### config.mk
export PLATFORM = sky130hd
export DESIGN_NAME = inst_fetch
export DESIGN_NICKNAME = d
export VERILOG_FILES = /design/src/rtl/inst_fetch.sv
export SDC_FILE = /design/constraint.sdc
export NUM_CORES = 1
export LEC_CHECK = 0
export ABC_AREA = 1
export BUFFER_PORTS_ARGS = -buffer_cell sky130_fd_sc_hd__buf_2
export CAP_MARGIN = 0
export CELL_PAD_IN_SITES_DETAIL_PLACEMENT = 0
export CELL_PAD_IN_SITES_GLOBAL_PLACEMENT = 1
export CORE_ASPECT_RATIO = 0.6
export CORE_UTILIZATION = 41
export DETAILED_ROUTE_END_ITERATION = 8
export PLACE_DENSITY_LB_ADDON = 0.1
export SETUP_SLACK_MARGIN = 0.15
export SYNTH_ARGS = -nofsm -noshare
export SYNTH_HDL_FRONTEND = slang
export SYNTH_SLANG_ARGS = --single-unit
### constraint.sdc
create_clock -name clk -period 5.21 [get_ports clk]
set_input_delay 0.2605 -clock clk [delete_from_list [all_inputs] [get_ports clk]]
set_output_delay 0.2605 -clock clk [all_outputs]
set_load 0.02 [all_outputs]
### src/rtl/inst_fetch.sv
// Instruction fetch stage: owns the fetch PC, runs the imem req/ack handshake and buffers
// fetched words for decode. Optional misaligned-redirect fault: FETCH_MISALIGN_CHECK_EN.
module inst_fetch #(
  parameter logic [31:0] RESET_PC = 32'h0000_0000,
  parameter int unsigned DEPTH    = 2
) (
  input  logic        clk,
  input  logic        rst_n,
  input  logic        halt,
  input  logic        redirect,
  input  logic [31:0] redirect_pc,
  output logic        imem_req,
  output logic [31:0] imem_addr,
  input  logic        imem_ack,
  input  logic [31:0] imem_rdata,
  output logic        instr_valid,
  input  logic        instr_ready,
  output logic [31:0] instr_out,
  output logic [31:0] instr_pc,
  output logic [4:0]  rs1_reg_offset,
  output logic [4:0]  rs2_reg_offset,
  output logic [4:0]  rd_reg_offset,
  output logic        freeze_pc,
  output logic        fetch_fault
);

  localparam int unsigned PtrW = $clog2(DEPTH);
  localparam int unsigned CntW = PtrW + 1;
  localparam logic [CntW-1:0] DepthCnt = CntW'(DEPTH);

  typedef enum logic [1:0] {StIdle, StReq, StDiscard} state_e;

  state_e          state_q, state_d;
  logic [31:0]     fetch_pc_q, fetch_pc_d;
  logic [31:0]     addr_q, addr_d;
  logic [31:0]     buf_instr_q [DEPTH];
  logic [31:0]     buf_pc_q    [DEPTH];
  logic [PtrW-1:0] wr_ptr_q, rd_ptr_q;
  logic [CntW-1:0] count_q;
  logic            push, pop, fault;
  logic [31:0]     redirect_aligned;
  logic [31:0]     head_instr;

  assign redirect_aligned = {redirect_pc[31:2], 2'b00};

`ifdef FETCH_MISALIGN_CHECK_EN
  logic fault_q;
  always_ff @(posedge clk or negedge rst_n) begin
    if (!rst_n) begin
      fault_q <= 1'b0;
    end else if (redirect && (redirect_pc[1:0] != 2'b00)) begin
      fault_q <= 1'b1;
    end
  end
  assign fault = fault_q;
`else
  logic unused_pc_lsb;
  assign unused_pc_lsb = ^redirect_pc[1:0];
  assign fault = 1'b0;
`endif

  always_comb begin
    state_d    = state_q;
    fetch_pc_d = fetch_pc_q;
    addr_d     = addr_q;
    push       = 1'b0;
    case (state_q)
      StIdle: begin
        // Counting only committed entries guarantees the eventual push has a free slot.
        if (!halt && !redirect && !fault && (count_q < DepthCnt)) begin
          state_d = StReq;
          addr_d  = fetch_pc_q;
        end
      end
      StReq: begin
        if (imem_ack) begin
          state_d = StIdle;
          if (!redirect) begin
            push       = 1'b1;
            fetch_pc_d = fetch_pc_q + 32'd4;
          end
        end else if (redirect) begin
          state_d = StDiscard;
        end
      end
      StDiscard: begin
        if (imem_ack) begin
          state_d = StIdle;
        end
      end
      default: state_d = StIdle;
    endcase
    if (redirect) begin
      fetch_pc_d = redirect_aligned;
    end
  end

  always_ff @(posedge clk or negedge rst_n) begin
    if (!rst_n) begin
      state_q    <= StIdle;
      fetch_pc_q <= RESET_PC;
      addr_q     <= RESET_PC;
    end else begin
      state_q    <= state_d;
      fetch_pc_q <= fetch_pc_d;
      addr_q     <= addr_d;
    end
  end

  always_ff @(posedge clk) begin
    if (push) begin
      buf_instr_q[wr_ptr_q] <= imem_rdata;
      buf_pc_q[wr_ptr_q]    <= addr_q;
    end
  end

  always_ff @(posedge clk or negedge rst_n) begin
    if (!rst_n) begin
      wr_ptr_q <= '0;
      rd_ptr_q <= '0;
      count_q  <= '0;
    end else if (redirect) begin
      wr_ptr_q <= '0;
      rd_ptr_q <= '0;
      count_q  <= '0;
    end else begin
      if (push) begin
        wr_ptr_q <= wr_ptr_q + PtrW'(1);
      end
      if (pop) begin
        rd_ptr_q <= rd_ptr_q + PtrW'(1);
      end
      if (push && !pop) begin
        count_q <= count_q + CntW'(1);
      end else if (!push && pop) begin
        count_q <= count_q - CntW'(1);
      end
    end
  end

  assign head_instr     = buf_instr_q[rd_ptr_q];
  assign instr_valid    = (count_q != '0) && !halt && !fault;
  assign pop            = instr_valid && instr_ready;
  assign instr_out      = instr_valid ? head_instr : 32'd0;
  assign instr_pc       = instr_valid ? buf_pc_q[rd_ptr_q] : 32'd0;
  assign rs1_reg_offset = instr_out[19:15];
  assign rs2_reg_offset = instr_out[24:20];
  assign rd_reg_offset  = instr_out[11:7];
  assign freeze_pc      = !pop;
  assign imem_req       = (state_q != StIdle);
  assign imem_addr      = addr_q;
  assign fetch_fault    = fault;

endmodule

Yosys cells after proc, flatten, opt, wreduce, memory -nomap -nowiden
Memory sizes are Yosys's and may differ from the RTL's. Index checks and enable logic that the tools add are counted.

RAM bits: 128. Input port bits: 70. Memories kept: 2. Register bits: 70. Output and inout port bits: 115. Word-level logic and storage cells: 62.

$add $sub $neg: 5. Eq/ne operators: 5. Reductions and logical operators: 21. Mux-type cells: 22. Magnitude comparators: 1.

Memory list: buf_instr_q (words 2, bits a word 32, rd ports 1, clocked after memory_dff 0, write ports 1, line 36) `logic [31:0] buf_instr_q [DEPTH];`; buf_pc_q (words 2, bits a word 32, rd ports 1, clocked after memory_dff 0, write ports 1, line 37) `logic [31:0] buf_pc_q [DEPTH];`.

Operators by type and width (number): $mux 32 (5); $add 32x3->32 const B (1); $mux 2 (7); $reduce_bool 2->1 (6); $mux 1 (9); $logic_and 1x1->1 (6); $pmux 2 s3 (1); $logic_not 1->1 (4); $ne 2x2->1 const B (2); $reduce_and 2->1 (2); $ne 3x3->1 const B (1); $reduce_and 3->1 (1); $reduce_bool 3->1 (1); $add 1x1->1 const B (2); $add 2x1->2 const B (1); $eq 2x1->1 const B (1); $eq 2x2->1 const B (1); $logic_not 2->1 (1); $lt 2x2->1 const B (1); $sub 2x1->2 const B (1).

Longest topological paths before layout
Gate-level depths: netlist (run 1).

Word-level depth: 8. Gate-level depth with buffers: 10. Depth with buffers taken out: 10.

Least setup slack after synthesis (run 1)
OpenSTA, ideal clock, no wires.

Path kind: register to register. Start: register state_q[1]. End: memory buf_instr_q[0][0], enable pin. Buffers on the path: 0. Clock period less this slack: 3.881 ns. Cell stages (with the launch flop): 6. Data required time: 4.727 ns. Data arrival time: 3.397 ns. Path slack: 1.329 ns. Library setup time: 0.483 ns. Cell sequence: dfrtp_1 -> inv_2 -> nand2_2 -> nor2_8 -> nand2_4 -> nor2_1.

Cells in the longest elaborated chain, start to end: 4.

Ends and longest elaborated chain: from (decl) (line 33) `state_e state_q, state_d;`; from (signal assigned) (line 100) `state_q <= StIdle;`; from (signal assigned) (line 104) `state_q <= state_d;`; $eq 2x1->1 (line 67) `case (state_q)`; $mux 1 (line 67); $mux 1 (line 111) `if (push) begin`; $mux 1 (not written as such) (line 112) `buf_instr_q[wr_ptr_q] <= imem_rdata;`; to (decl) (line 36).

No other way between the ends.

Worst setup path in the final report (run 1)
Start: register count_q[1]. End: output instr_out[26].

Cells in the longest elaborated chain, start to end: 3.

Ends and longest elaborated chain: from (decl) (line 39) `logic [CntW-1:0] count_q;`; from (signal assigned) (line 134) `count_q <= count_q + CntW'(1);`; from (signal assigned) (line 136) `count_q <= count_q - CntW'(1);`; $reduce_bool 2->1 (line 142) `assign instr_valid = (count_q != '0) && !halt && !fault;`; $logic_and 1x1->1 (line 142); $mux 32 (line 144) `assign instr_out = instr_valid ? head_instr : 32'd0;`; to (decl) (line 18) `output logic [31:0] instr_out,`.

No other way between the ends.

==> flow_summary.json, run 1 <==
{
  "overflow": 0,
  "crit_slowest_cell": "buf_4",
  "rsz0062_at_grt": "false",
  "place_hpwl_mm": 14.2,
  "firstDrtPassIters": 5,
  "yosysSeqAreaShare_pct": 61.7,
  "yosysWarnings": 0,
  "crit_path_end": "instr_out[26]",
  "worstPathRequired_ns": 4.95,
  "power.leakage_nw": 5.15,
  "rrSetupSlack_ns": 2.96,
  "maxCapViolCount": 0,
  "antenna_found_initial": 0,
  "ys.flop_type": "edfxtp_1",
  "die-area_sq_um": 21800,
  "drtAntennaViolNets": 0,
  "slowest_delay_ns": 0.54,
  "finalCritPeriodShare_pct": 48.3,
  "crit_start": "count_q[1]",
  "synth_cells": 947,
  "layout_commonest_cell": "nand2_1",
  "fin_worst_skew_ns": 0.0117,
  "rows": 40,
  "routed_wl_mm": 20.9,
  "syn_to_final_growth_pct": 18.5,
  "synth.distinct_cells": 38,
  "fmax_ghz": 0.397,
  "path_cells": "inv_1, nand2_1, inv_1, nor2_4, buf_4, nand2_1, inv_1, buf_2",
  "gp_congestion": 0.841,
  "via_per_inst": 4.60,
  "synthArstFlopShare_pct": 34.7,
  "syn_avg_cell_area_sq_um": 9.19,
  "synth_edf_count": 124,
  "worst_pin_slew_ns": 1.05,
  "final_max_slew_viol_count": 0,
  "min_period_ns": 2.52,
  "fp.dieH_um": 115,
  "cts_made_buffers": 17,
  "fin_nets": 1175,
  "htree_levels": 4,
  "end_kind": "primary output",
  "ys_ff_latch": 190,
  "cts_setup_buffers": 0,
  "startpoint_type": "flop",
  "core_sq_um": 20400,
  "top_level_ports": 185,
  "worstSkewPairLatency_ns": 0.42,
  "drive_gt1_share_pct": 22.0,
  "synth_top_area_share_pct": 42.8,
  "fin_setup_tns_ns": 0,
  "crit_top_cell": "inv_1",
  "r2r_start": "state_q[1]",
  "io_buffers": 177,
  "root_buffer": "clkbuf_16",
  "r2r_cells": 6,
  "min_path_type": "input pin to flop",
  "cts_tree": "done",
  "initial_core_util_pct": 42.6,
  "arrival_ns": 2.26,
  "grt_pass1_vias": 5983,
  "critPathTopFamily": "buffers and inverters",
  "die_x_um": 190,
  "min_delay_path_depth": 1,
  "hold_violations": 0,
  "cp.depth": 8,
  "route.vias.total": 6388,
  "fin_util_pct": 50.5,
  "path_clk_slew_ns": 0.07,
  "synth.largest_area_cell": "edfxtp_1",
  "ys_top_cells_by_area": "edfxtp_1 43%, dfrtp_1 19%, nand2_1 17%",
  "post_drt_wl_per_cell_um": 15.0,
  "status": "finished clean",
  "worst-path-buf-inv": 5,
  "power_density_nw_per_um2": 394,
  "worst-setup-path-type": "flop to primary output",
  "vdd_ir_drop_max_mv": 0.258,
  "syn_area_sq_um": 8710,
  "final_cell_mix": "397 x nand2_1, 177 x buf_2, 124 x edfxtp_1",
  "grt.total_usage_pct": 20.2,
  "grt_max_degree": 67,
  "setup_viol": 0,
  "cts_sinks": 190,
  "drtIter0Drc": 458,
  "drc": 0,
  "maxSlewHeadroom_pct": 29.8,
  "grt_pass1_wl_mm": 33.2,
  "cp_max_fo": 61,
  "insertedDiodeCount": 0,
  "cts.path.max_buffers": 2,
  "reg2reg_to": "buf_pc_q[0][3]"
}
==> registers in the layout, indices dropped and copies added (netlist names) <==
register     cells
buf_instr_q     64
buf_pc_q        60
fetch_pc_q      30
imem_addr       30
count_q          2
state_q          2
rd_ptr_q         1
wr_ptr_q         1
==> routing by layer <==
layer	global-route usage [%]	part of all wire [%]	vias up
met3	4.18	5.5	8
met2	29.8	42	161
met4	4.64	0.53	0
met5	0	0	-
met1	30.5	52	2943
li1	-	-	3276
==> where the power goes <==
part	switching [mW]	internal (mW)	leakage, nW
Sequential	0.137	1.79	1.94
Clock	0.554	0.760	0.293
Combinational	0.571	0.248	2.92
Total	1.26	2.80	5.15
==> repair_timing <==
action                    in CTS  in global routing
hold buffers                   0                  2
gates resized for setup        0                  0
hold endpoints to repair       0                  4
==> synth_stat cells (2+ instances only) <==
| cell type | instances |
|---|---|
| a21oi_1 | 5 |
| buf_1 | 3 |
| buf_2 | 10 |
| buf_4 | 26 |
| buf_6 | 2 |
| clkbuf_1 | 11 |
| dfrtp_1 | 66 |
| edfxtp_1 | 124 |
| inv_1 | 112 |
| inv_2 | 4 |
| mux2_2 | 3 |
| nand2_1 | 397 |
| nand2_2 | 5 |
| nand3_1 | 49 |
| nand4_1 | 5 |
| nor2_1 | 45 |
| nor2_2 | 7 |
| nor2_4 | 4 |
| nor3_1 | 2 |
| o211ai_1 | 4 |
| o21ai_0 | 36 |
| o21bai_1 | 3 |
| o221ai_1 | 2 |
| o31ai_1 | 2 |
| xor2_1 | 7 |
==> worst reg2reg max path, cell delays in order, from the launching register on <==
cell,delay [ns]
dfrtp_1,0.39
inv_2,0.08
nand2_2,0.09
nor2_8,0.20
nand2_4,0.17
nor2_4,0.21
buf_4,0.69
==> area by class of cell <==
class                   count  area (sq um)
fillers                  1964         10100
repair buffers            187           966
multi-input cells         591          2590
clock buffers              22           485
clock inverters            10           113
flip-flops and latches    190          5380
inverters                 117           440
well taps                 273           342
==> cell families after synthesis <==
kind of cell / synth area share [%]
compound gates: 3.55
xor+xnor: 0.805
fa+ha+maj: 0.144
buf+inv: 8.88
flops: 61.7
mux: 0.388
other cells: 0.0431
simple gates: 24.5
==> worst min path at each step <==
stage | end | from
floorplan | count_q[0] | rst_n
global placement | buf_instr_q[0][25] | imem_rdata[25]
detailed placement | buf_instr_q[0][14] | imem_rdata[14]
CTS | buf_instr_q[0][26] | imem_rdata[26]
global route | buf_instr_q[0][23] | imem_rdata[23]
finish | buf_instr_q[1][16] | imem_rdata[16]
==> through the flow <==
| step | instances | area [sq um] | hold slack (ns) | setup slack, ns | power [mW] |
|---|---|---|---|---|---|
| after floorplan | 951 | 8720 | -0.0351 | 1.33 | 2.47 |
| after global placement | 1356 | 9700 | 0.447 | 2.54 | 2.78 |
| after detailed placement | 1356 | 9700 | 0.452 | 2.55 | 2.79 |
| after CTS | 1388 | 10300 | 0.00179 | 2.65 | 4.10 |
| after global routing | 1390 | 10300 | 0.000230 | 2.45 | 4.27 |
| final | 1390 | 10300 | 0.0174 | 2.69 | 4.06 |
No activity file was read; power rests on OpenSTA's default activity.
==> run 2: changes to the inputs <==
Clock period 5.21 ns to 2.5 ns, I/O delays scaled along.
==> run 2 against run 1 <==
Compared with the run above: setup slack got worse by 2.3 ns; sequential share of layout area decreased by 3.2 points; critical endpoint is now instr_pc[25]; register-to-register slack got worse by 2.4 ns; sequential power increased by 110%; total power increased by 110%; cell count increased by 4.3%; first-iteration DRC count decreased by 16%; global-route usage about the same; combinational power increased by 120%; utilization increased by 3.3 points; critical path depth decreased by 1.
==> flow_summary.json, run 2 (synthesis results as in run 1) <==
{
  "status": "finished clean",
  "die_x_um": 190,
  "worst_pin_slew_ns": 1.12,
  "gp_congestion": 0.837,
  "rsz0062_at_grt": "false",
  "overflow": 0,
  "fin_ws_ns": 0.401,
  "grt.total_usage_pct": 20.1,
  "cts_made_buffers": 17,
  "critPathTopFamily": "buffers and inverters",
  "min_path_type": "input pin to flop",
  "startpoint_type": "flop",
  "grt_max_degree": 64,
  "drive_gt1_share_pct": 21.2,
  "fmax_ghz": 0.476,
  "top_regs": "buf_instr_q (64), buf_pc_q (60)",
  "power.leakage_nw": 5.43,
  "post_drt_wl_per_cell_um": 14.7,
  "via_per_inst": 4.55,
  "cp.depth": 7,
  "die-area_sq_um": 21800,
  "fin_setup_tns_ns": 0,
  "top_register": "buf_instr_q",
  "final_max_slew_viol_count": 0,
  "setup_viol": 0,
  "cts_tree": "done",
  "path_cells": "inv_2, buf_12, nand2_1, nand2_1, nand2_1, inv_1, buf_2",
  "path_clk_slew_ns": 0.07,
  "grt_pass1_wl_mm": 33.3,
  "drtIter0Drc": 387,
  "insertedDiodeCount": 0,
  "cts_sinks": 190,
  "maxSlewHeadroom_pct": 25.4,
  "min_period_ns": 2.10,
  "slowest_delay_ns": 0.60,
  "worstSkewPairLatency_ns": 0.43,
  "largest_reg_flops": 64,
  "crit_path_end": "instr_pc[25]",
  "multi_input_comb_area_sq_um": 2590,
  "fin_worst_skew_ns": 0.00676,
  "initial_core_util_pct": 42.6,
  "io_buffers": 177,
  "crit_slowest_cell": "dfrtp_2",
  "drc": 0,
  "core_sq_um": 20400,
  "worst-setup-path-type": "flop to primary output",
  "final_cell_mix": "397 x nand2_1, 177 x buf_2, 124 x edfxtp_1",
  "power_density_nw_per_um2": 778,
  "routed_wl_mm": 21.3,
  "antenna_found_initial": 0,
  "cts_setup_buffers": 0,
  "layout_commonest_cell": "nand2_1",
  "fillers": 1906,
  "arrival_ns": 1.97,
  "hold_violations": 0,
  "fin_nets": 1235,
  "worst-path-buf-inv": 4,
  "grt_pass1_vias": 6052,
  "r2r_cells": 6,
  "syn_to_final_growth_pct": 26.2,
  "finalCritPeriodShare_pct": 84.0,
  "htree_levels": 4,
  "maxCapViolCount": 0,
  "ff_latch_area_sq_um": 5380,
  "crit_top_cell": "nand2_1",
  "crit_start": "rd_ptr_q",
  "end_kind": "primary output",
  "route.vias.total": 6595,
  "preCtsSetupSlack_ns": 0.550,
  "firstDrtPassIters": 5,
  "drtAntennaViolNets": 0,
  "cp_max_fo": 62,
  "place_hpwl_mm": 14.3,
  "vdd_ir_drop_max_mv": 0.477,
  "hold_ws_ns": 0.0275,
  "worstPathRequired_ns": 2.38,
  "top_level_ports": 185,
  "r2r_start": "state_q[0]",
  "root_buffer": "clkbuf_16",
  "rrSetupSlack_ns": 0.53,
  "reg2reg_to": "count_q[0]",
  "rows": 40,
  "cts.path.max_buffers": 2,
  "fp.dieH_um": 115
}
run 2: cell count changes in the layout (fill, tap and decap cells not counted), sizes merged:
cell,before,now
dlygate4sd3,2,58
buf,185,189
clkinv,8,5
clkbuf,22,24
bufinv,2,1
clkinvlp,1,2
inv,116,117
run 2: final cells by class:
type	instances	area share, %
clock buffer	24	4.68
timing repair buffer	247	15.0
sequential	190	48.9
multi-input combinational	591	23.6
clock inverter	8	0.706
tap	273	3.11
inverter	117	4.01
run 2: through the flow:
step / total power, mW / instances / utilization, % / cell area, sq um
6_report: 8.55 / 1450 / 53.8 / 11000
5_1_grt: 8.96 / 1450 / 53.8 / 11000
4_1_cts: 8.63 / 1450 / 53.8 / 11000
3_5_place_dp: 5.84 / 1360 / 48.1 / 9820
3_3_place_gp: 5.82 / 1360 / 48.1 / 9820
2_1_floorplan: 5.15 / 951 / - / 8740
run 2: tightest hold or removal path, delay by kind of cell:
kind            cells  cell delay [ns]
buf+inv             2             0.11
simple gates        2             0.11
compound gates      1             0.08
run 2: per-layer routing:
metal / GRT usage, % / wire length [um]
met4: 5.17 / 162
met1: 30.0 / 11000
met3: 4.58 / 1240
met5: 0 / 0
met2: 29.6 / 8920
run 2: power by group:
group / internal (mW) / switching [mW]
registers: 3.73 / 0.308
logic: 0.597 / 1.19
clock network: 1.55 / 1.18
run 2: worst min path at each step:
stage | from | end | slack (ns) | cells past startpoint
3_5_place_dp | rst_n | fetch_pc_q[26] | 0.27 | 2
6_report | redirect_pc[31] | fetch_pc_q[31] | 0.03 | 5
3_3_place_gp | rst_n | fetch_pc_q[30] | 0.26 | 2
4_1_cts | redirect_pc[25] | fetch_pc_q[25] | 0.006 | 5
5_1_grt | redirect_pc[24] | fetch_pc_q[24] | 0.04 | 5
2_1_floorplan | rst_n | count_q[0] | -0.17 | 0
run 2: repair_timing:
| action | CTS | global route |
|---|---|---|
| hold buffers | 58 | 0 |
| resized for setup | 0 | 0 |
| endpoints found under the setup margin | 0 | 0 |
| hold endpoints to repair | 134 | 0 |
==> run 3: changes to the inputs <==
Clock period 2.5 ns to 2 ns, I/O delays scaled along.
==> run 3 against run 2 <==
Compared with the run above: sequential cell count unchanged; die area unchanged; largest cell class unchanged; sequential power increased by 25%; global-route usage increased by 1.8 points; non-clock buffer count increased by 26; utilization increased by 3.8 points; critical path depth increased by 3; setup slack got worse by 0.24 ns; sequential share of layout area decreased by 3.2 points; first-iteration DRC count increased by 18%; critical path type unchanged; highest routed layer unchanged; register-to-register slack got worse by 0.21 ns; cell area increased by 7.0%.
==> flow_summary.json, run 3 (synthesis results as in run 1) <==
{
  "status": "finished clean",
  "route.vias.total": 6806,
  "post_drt_wl_per_cell_um": 15.8,
  "power_frac_seq_pct": 44.7,
  "drtAntennaViolNets": 0,
  "cts_tree": "done",
  "hold_violations": 0,
  "firstDrtPassIters": 5,
  "drtIter0Drc": 455,
  "power.leakage_nw": 5.70,
  "top_level_ports": 185,
  "fmax_ghz": 0.542,
  "worst-setup-path-type": "flop to primary output",
  "fin_util_pct": 57.6,
  "fin_setup_tns_ns": 0,
  "vdd_ir_drop_max_mv": 0.613,
  "startpoint_type": "flop",
  "fin_nets": 1261,
  "arrival_ns": 1.74,
  "p_clk_share_pct": 29.6,
  "worstPathRequired_ns": 1.90,
  "initial_core_util_pct": 42.6,
  "fp.dieH_um": 115,
  "insertedDiodeCount": 0,
  "top_regs": "buf_instr_q (64), buf_pc_q (60)",
  "rrSetupSlack_ns": 0.32,
  "grt_pass1_vias": 6365,
  "place_hpwl_mm": 14.4,
  "core_sq_um": 20400,
  "path_clk_slew_ns": 0.07,
  "finalCritPeriodShare_pct": 92.2,
  "rows": 40,
  "placed_cells": 1366,
  "preCtsSetupSlack_ns": 0.307,
  "setup_viol": 0,
  "largest_reg_flops": 64,
  "root_buffer": "clkbuf_16",
  "rsz0062_at_grt": "true",
  "htree_levels": 4,
  "combinationalPowerShare_pct": 25.8,
  "die_x_um": 190,
  "power_density_nw_per_um2": 957,
  "end_kind": "primary output",
  "syn_to_final_growth_pct": 35.1,
  "grt_pass1_wl_mm": 35.7,
  "finalPower_mw": 11.3,
  "drive_gt1_share_pct": 27.9,
  "cts_sinks": 190,
  "p_sw_share_pct": 31.8,
  "final_max_slew_viol_count": 0,
  "gp_congestion": 0.844,
  "internal-power_mw": 7.68,
  "placed_area_sq_um": 9870,
  "top_register": "buf_instr_q",
  "stdcell_count": 1476,
  "min_path_type": "input pin to flop",
  "worstSkewPairLatency_ns": 0.43,
  "maxSlewHeadroom_pct": 62.0,
  "grt_max_degree": 67,
  "antenna_found_initial": 0,
  "switchingPower_mw": 3.58,
  "cts_made_buffers": 17,
  "cts.path.max_buffers": 2,
  "hold_ws_ns": 0.0224,
  "io_buffers": 177,
  "via_per_inst": 4.61,
  "met3_usage_pct": 4.82,
  "busiest_layer": "met1",
  "maxCapViolCount": 0,
  "cp_max_fo": 8,
  "drc": 0,
  "overflow": 0,
  "worst_pin_slew_ns": 0.568,
  "grt.total_usage_pct": 21.9,
  "layout_commonest_cell": "nand2_1",
  "die-area_sq_um": 21800,
  "final_cell_mix": "366 x nand2_1, 124 x edfxtp_1, 119 x buf_2",
  "fin_ws_ns": 0.156,
  "grtUsageMet1_pct": 33.0,
  "routed_wl_mm": 23.3,
  "min_period_ns": 1.84,
  "fin_area_sq_um": 11800,
  "fin_worst_skew_ns": 0.00870,
  "use_met2_pct": 32.2
}
run 3: repair_timing:
action | CTS | global route
endpoints found under the hold margin | 158 | 0
hold buffers | 60 | 0
gates resized for setup | 120 | 61
pin swaps | 2 | 3
setup endpoints to repair | 78 | 80
cloned | 4 | 2
buffers inserted | 9 | 3
run 3: final timing paths:
path / from / endpoint / depth (start not counted)
setup / recovery: count_q[0] / instr_pc[16] / 10
hold / removal: redirect_pc[30] / fetch_pc_q[30] / 5
setup reg to reg: fetch_pc_q[17] / fetch_pc_q[31] / 7
hold reg to reg: imem_addr[31] / buf_pc_q[0][31] / 0
max in group asynchronous: rst_n / rd_ptr_q / 3
min in group asynchronous: rst_n / state_q[1] / 3
run 3: critical path: stages (launching register included):
cell and delay, ns:
dfrtp_1 0.37, inv_2 0.05, nand2_2 0.06, inv_2 0.05, nor2_4 0.13, buf_12 0.13, buf_8 0.12, buf_16 0.17
nand2_2 0.06, inv_2 0.05, buf_6 0.11
run 3: layer usage:
metal	part of all wire, %	vias up
met5	0	-
met4	0.87	0
met3	5.2	12
met2	43	178
met1	51	3165
li1	-	3451
run 3: power by group through the flow:
stage / clock [mW] / combinational [mW] / sequential (mW)
6_report: 3.33 / 2.90 / 5.03
5_1_grt: 3.58 / 3.16 / 5.09
3_5_place_dp: 0 / 2.21 / 5.11
4_1_cts: 3.39 / 2.75 / 5.03
2_1_floorplan: 0 / 1.20 / 5.24
3_3_place_gp: 0 / 2.20 / 5.10
run 3: cell type report:
type	count	area, sq um
inverter	117	440
clock inverter	10	116
tap	273	342
sequential	190	5380
timing repair buffer	273	2250
clock buffer	22	454
fill	1845	8660
multi-input combinational	591	2780
